--- src/rtl/fir_comp_deci.sv ---
// fir_comp_deci: 8-tap symmetric FIR CIC compensator, decimating by 2.
//
// Samples are accepted on cke strobes and shifted into an 8-deep delay
// line. Every second accepted sample starts a compute. The compute
// folds the symmetric taps pairwise: one pre-add and one multiply per
// cycle over four MAC cycles. The sum is then rounded, saturated or
// wrapped, and registered. Strobes that arrive while a compute is in
// flight are dropped, and they set a sticky overrun flag.
//
// Ports:
//   clk      sole clock, rising edge
//   rst      asynchronous active-high reset
//   cke      one-cycle input strobe qualifying din
//   din      signed input sample (width bits)
//   dout     signed filtered output, registered, held between updates
//   cke_out  one-cycle strobe, high while a new dout is first visible
//   ovf      sticky overrun flag, set when a strobe is dropped
module fir_comp_deci #(
    parameter int width  = 16,
    parameter bit sat_en = 1'b1
) (
    input  logic                    clk,
    input  logic                    rst,
    input  logic                    cke,
    input  logic signed [width-1:0] din,
    output logic signed [width-1:0] dout,
    output logic                    cke_out,
    output logic                    ovf
);

    localparam int acc_w  = 36;
    localparam int pre_w  = width + 1;
    localparam int prod_w = 2 * width + 1;
    localparam int taps_n = 8;

    // Only the outer half of the symmetric coefficient set is stored.
    localparam logic signed [width-1:0] coef_0 = -16'sd1024;
    localparam logic signed [width-1:0] coef_1 =  16'sd0;
    localparam logic signed [width-1:0] coef_2 =  16'sd5120;
    localparam logic signed [width-1:0] coef_3 =  16'sd12288;

    localparam logic signed [acc_w-1:0] round_half = 36'sd16384;
    localparam logic signed [acc_w-1:0] out_max    = 36'sd32767;
    localparam logic signed [acc_w-1:0] out_min    = -36'sd32768;

    typedef enum logic [2:0] {
        IDLE,
        MAC0,
        MAC1,
        MAC2,
        MAC3,
        OUT
    } state_t;

    state_t state;
    state_t state_next;

    logic signed [width-1:0] taps [taps_n];
    logic                    phase;
    logic signed [acc_w-1:0] acc;

    logic                    accept;
    logic                    start;
    logic                    in_mac;

    logic signed [width-1:0] pre_a;
    logic signed [width-1:0] pre_b;
    logic signed [width-1:0] coef;
    logic signed [pre_w-1:0] pre_sum;
    logic signed [prod_w-1:0] product;
    logic signed [acc_w-1:0] product_ext;

    logic signed [acc_w-1:0] rounded;
    logic signed [acc_w-1:0] shifted;
    logic signed [width-1:0] result;

    // A strobe is only taken while idle; anything arriving during
    // MAC0..OUT (including the OUT->IDLE cycle) is an overrun.
    assign accept = cke && (state == IDLE);
    assign start  = accept && phase;
    assign in_mac = (state == MAC0) || (state == MAC1) ||
                    (state == MAC2) || (state == MAC3);

    // State register.
    always_ff @(posedge clk or posedge rst) begin
        if (rst) begin
            state <= IDLE;
        end else begin
            state <= state_next;
        end
    end

    // Next-state logic: a fixed walk through the four MAC cycles and
    // one output cycle once a compute has been started.
    always_comb begin
        state_next = state;
        case (state)
            IDLE:    if (start) state_next = MAC0;
            MAC0:    state_next = MAC1;
            MAC1:    state_next = MAC2;
            MAC2:    state_next = MAC3;
            MAC3:    state_next = OUT;
            OUT:     state_next = IDLE;
            default: state_next = IDLE;
        endcase
    end

    // Tap pair and coefficient for the current MAC cycle: MACk folds
    // x[n-k] with its mirror x[n-7+k].
    always_comb begin
        pre_a = taps[0];
        pre_b = taps[7];
        coef  = coef_0;
        case (state)
            MAC1: begin
                pre_a = taps[1];
                pre_b = taps[6];
                coef  = coef_1;
            end
            MAC2: begin
                pre_a = taps[2];
                pre_b = taps[5];
                coef  = coef_2;
            end
            MAC3: begin
                pre_a = taps[3];
                pre_b = taps[4];
                coef  = coef_3;
            end
            default: begin
                pre_a = taps[0];
                pre_b = taps[7];
                coef  = coef_0;
            end
        endcase
    end

    // The pre-add needs one extra bit, so the full -32768..32767 pair
    // sum cannot overflow before the multiply.
    always_comb begin
        pre_sum     = {pre_a[width-1], pre_a} + {pre_b[width-1], pre_b};
        product     = pre_sum * coef;
        product_ext = {{(acc_w - prod_w){product[prod_w-1]}}, product};
    end

    // Round half up, then either clamp to the output range or keep the
    // low bits for two's-complement wrap.
    always_comb begin
        rounded = acc + round_half;
        shifted = rounded >>> 15;
        result  = shifted[width-1:0];
        if (sat_en) begin
            if (shifted > out_max) begin
                result = out_max[width-1:0];
            end else if (shifted < out_min) begin
                result = out_min[width-1:0];
            end
        end
    end

    // The delay line and phase bit only move on accepted samples, so the
    // taps stay frozen for the whole compute.
    always_ff @(posedge clk or posedge rst) begin
        if (rst) begin
            for (int i = 0; i < taps_n; i++) begin
                taps[i] <= '0;
            end
            phase <= 1'b0;
        end else if (accept) begin
            for (int i = taps_n - 1; i > 0; i--) begin
                taps[i] <= taps[i-1];
            end
            taps[0] <= din;
            phase   <= ~phase;
        end
    end

    // The accumulator clears as the compute starts and sums one folded
    // product per MAC cycle.
    always_ff @(posedge clk or posedge rst) begin
        if (rst) begin
            acc <= '0;
        end else if (start) begin
            acc <= '0;
        end else if (in_mac) begin
            acc <= acc + product_ext;
        end
    end

    // The output register and strobe update together on the OUT cycle,
    // so dout only ever changes alongside cke_out.
    always_ff @(posedge clk or posedge rst) begin
        if (rst) begin
            dout    <= '0;
            cke_out <= 1'b0;
        end else begin
            cke_out <= (state == OUT);
            if (state == OUT) begin
                dout <= result;
            end
        end
    end

    // Sticky overrun: any strobe seen while busy sets it until reset.
    always_ff @(posedge clk or posedge rst) begin
        if (rst) begin
            ovf <= 1'b0;
        end else if (cke && (state != IDLE)) begin
            ovf <= 1'b1;
        end
    end

endmodule

--- config.mk ---
export PLATFORM = sky130hd
export DESIGN_NAME = fir_comp_deci
export DESIGN_NICKNAME = d
export VERILOG_FILES = /design/src/rtl/fir_comp_deci.sv
export SDC_FILE = /design/constraint.sdc
export NUM_CORES = 1
export LEC_CHECK = 0
export BUFFER_PORTS_ARGS = -buffer_cell sky130_fd_sc_hd__buf_4
export CELL_PAD_IN_SITES_DETAIL_PLACEMENT = 1
export CELL_PAD_IN_SITES_GLOBAL_PLACEMENT = 2
export CORE_MARGIN = 2
export CORE_UTILIZATION = 44
export CTS_CLUSTER_DIAMETER = 80
export DETAILED_ROUTE_END_ITERATION = 8
export GPL_ROUTABILITY_DRIVEN = 0
export HOLD_SLACK_MARGIN = 0.05
export MAX_ROUTING_LAYER = met4
export PLACE_DENSITY_LB_ADDON = 0.05
export SLEW_MARGIN = 25
export SYNTH_ARGS = -nofsm -noshare
export SYNTH_HDL_FRONTEND = slang
export SYNTH_SLANG_ARGS = --single-unit
--- constraint.sdc ---
create_clock -name clk -period 11 [get_ports clk]
set_clock_uncertainty 0.1 [all_clocks]
set_input_delay 2.2 -clock clk [delete_from_list [all_inputs] [get_ports clk]]
set_output_delay 2.2 -clock clk [all_outputs]
set_load 0.02 [all_outputs]
==> metrics.md <==
| Metric | Value |
|---|---|
| Hold path endpoint | ovf |
| Diodes inserted | 0 |
| Pins Over Slew Limit | 0 |
| Post-synth top cells | dfrtp_1, mux2_2, ha_1 |
| Final Worst Setup Slack | around 1.1 ns |
| Cts bufs inserted | 17 |
| Crit-path slowest cell | fa_1 |
| Clk sink count | 176 |
| Worst hold path class | register to register |
| Seq cells post-synth | 176 |
| Total GRT Usage | 19.7% |
| R2R depth | 31 |
| Slew Limit Headroom | 32.9% |
| Clk_lat worst skew | 0.44 ns |
| Worst Path Required | 11.23 ns |
| Fmax | just over 0.1 GHz |
| Status | complete, no violations |
| Ys async rst share | between 90% and 100% |
| Drt first pass iters | 4 |
| NumNets Final | 1389 |
| # DRC | 0 |
| Largest net degree at the start of global routing | 102 |
| Critical Path Source | state[1] |
| Cell family with most CP delay | adder cells |
| Synth top area share | between 30% and 40% |
| H-tree Lvls | 4 |
| Final ANT Viol Nets | 0 |
| Starting Density | 44.9% |
| First-pass GRT wire length | 47300 um |
| GRT Residual Overflow | 0 |
| # rows | 62 |
| Worst Tran Pin Value | 1.01 ns |
| CP Launch Type | register |
| EDFF count, synth | 0 |
| Fin crit period | 9.94 ns |
| R2R Path End | acc[35] |
| Vias | ~8.6k |
| Buf/Inv on CP | 2 |
| Die height | 176 um |
| CTS Hold Buffers Added | 0 |
| Final WL | 28000 um |
| Cell taking the most area after synthesis | dfrtp_1 |
| Hold Path Stages | 1 |
| Top FF cell, synth | dfrtp_1 |
| Mapped Nets | 1371 |
| # setup viols final | 0 |
| CP max FO | 35 |
| Die Area | 30800 um^2 |
| HP Start | ovf |
| Worst Path Arrival | roughly 10 ns |
| DP Worst Slack | roughly 1.1 ns |
| R2r startpoint | state[1] |
| Reg2reg setup slack | 1.06 ns |
| Post-Syn Area | about 13000 um^2 |
| Placeable Area | 28900 um^2 |
| Vias per cell | 5.44 |
| Fin Setup TNS | 0 ns |
| Synth area leaders | dfrtp_1, fa_1, mux2_2 |
| Crit. End Element | register |
| Maxcap violations | 0 |
| Layout Area Growth over Synthesis | 9.35% |
| Post_cts resized | 0 |
| YS warnings | 0 |
| Layout cells sized above 1 | between 20% and 30% |
| Reg clk slew, reported paths | 0.08 ns |
| Distinct cells, synth | 73 |
| Root Buffer | clkbuf_16 |
| Antenna violations before repair | 0 |
| CTS tree | done |
| Synth Instances | about 1.2k |
| Initial DRC count | about 360 |
| Port Buffers | 36 |
| Synth Area per Inst | 11.2 um^2 |
| Count of final hold-check violations | 0 |
| Critical path class | register to register |
| Fin crit share | 90.3% |
| Most frequent cell after synthesis | dfrtp_1 |
| Clk buf depth | 2 |
| Post-DR wirelength/cell | approximately 18 um |
| Die Span X | between 150 and 200 um |
| Sequential area share after synthesis | 34.0% |
| DPL Wire Length | 20100 um |
| RSZ-0062 raised after global routing | false |
| Crit path largest cell delay | 0.64 ns |
| Post-CTS setup buffers | 0 |
| Top-Level Pins | 37 |
| Vias in the first global route | 9172 |
## per-stage QoR
| stage | hold slack (ns) | cell area [um^2] | cells | utilization [%] |
|---|---|---|---|---|
| floorplan | 0.356 | 12900 | 1161 | - |
| global placement | 0.353 | 13600 | 1544 | 47.1 |
| detailed placement | 0.354 | 13600 | 1544 | 47.1 |
| CTS | 0.380 | 14200 | 1576 | 49.1 |
| global route | 0.418 | 14200 | 1576 | 49.1 |
| finish | 0.375 | 14200 | 1576 | 49.1 |
## cells by family after synthesis
group	count (synthesis)	synth area share, %
compound gates	187	11.2
xor+xnor	52	3.57
fa+ha+maj	191	23.6
buf+inv	132	4.18
flops	176	34.0
mux	162	13.8
simple gates	261	9.64
## state kept, by name, indices dropped and copies added (netlist names)
register / flops
acc: 26
cke_out: 1
dout: 16
ovf: 1
phase: 1
state: 3
taps: 128
## worst max-delay path by stage
stage               endpoint  slack [ns]  depth (start not counted)
floorplan            acc[35]        2.58                         34
global placement     acc[35]        1.37                         31
detailed placement   acc[35]        1.07                         32
CTS                  acc[35]        1.04                         32
global route         acc[35]        0.23                         31
finish               acc[35]        1.06                         31
## cell type report
type / count / area (um^2)
Clock buffer: 19 / 433
Inverter: 84 / 320
Fill cell: 3124 / 14700
Tap cell: 384 / 480
Multi-Input combinational cell: 853 / 8030
Sequential cell: 176 / 4410
Clock inverter: 13 / 140
Timing Repair Buffer: 47 / 357
## metal layers
layer	track usage, %	vias to the layer above	part of all wire [%]
met3	2.58	14	1.8
met2	33.0	75	49
met5	-	-	0
met1	26.0	4377	48
met4	3.99	0	0.89
li1	-	4111	-
## cell usage in the layout (no fill, tap or decap), types with 15 or more instances in the layout
| cell type | n |
|---|---|
| a21oi_1 | 32 |
| mux2i_1 | 33 |
| xnor2_1 | 22 |
| nand2_1 | 64 |
| nor2_1 | 98 |
| mux2_2 | 129 |
| nand3_1 | 15 |
| o21ai_0 | 30 |
| a221o_1 | 32 |
| inv_1 | 82 |
| xor2_1 | 29 |
| clkbuf_16 | 17 |
| nor3_1 | 15 |
| fa_1 | 89 |
| ha_1 | 102 |
| buf_4 | 46 |
| dfrtp_1 | 175 |
Power is left out: the tool's default activity adds up to more than one toggle a clock period on the data nets, which glitch-free logic cannot reach.
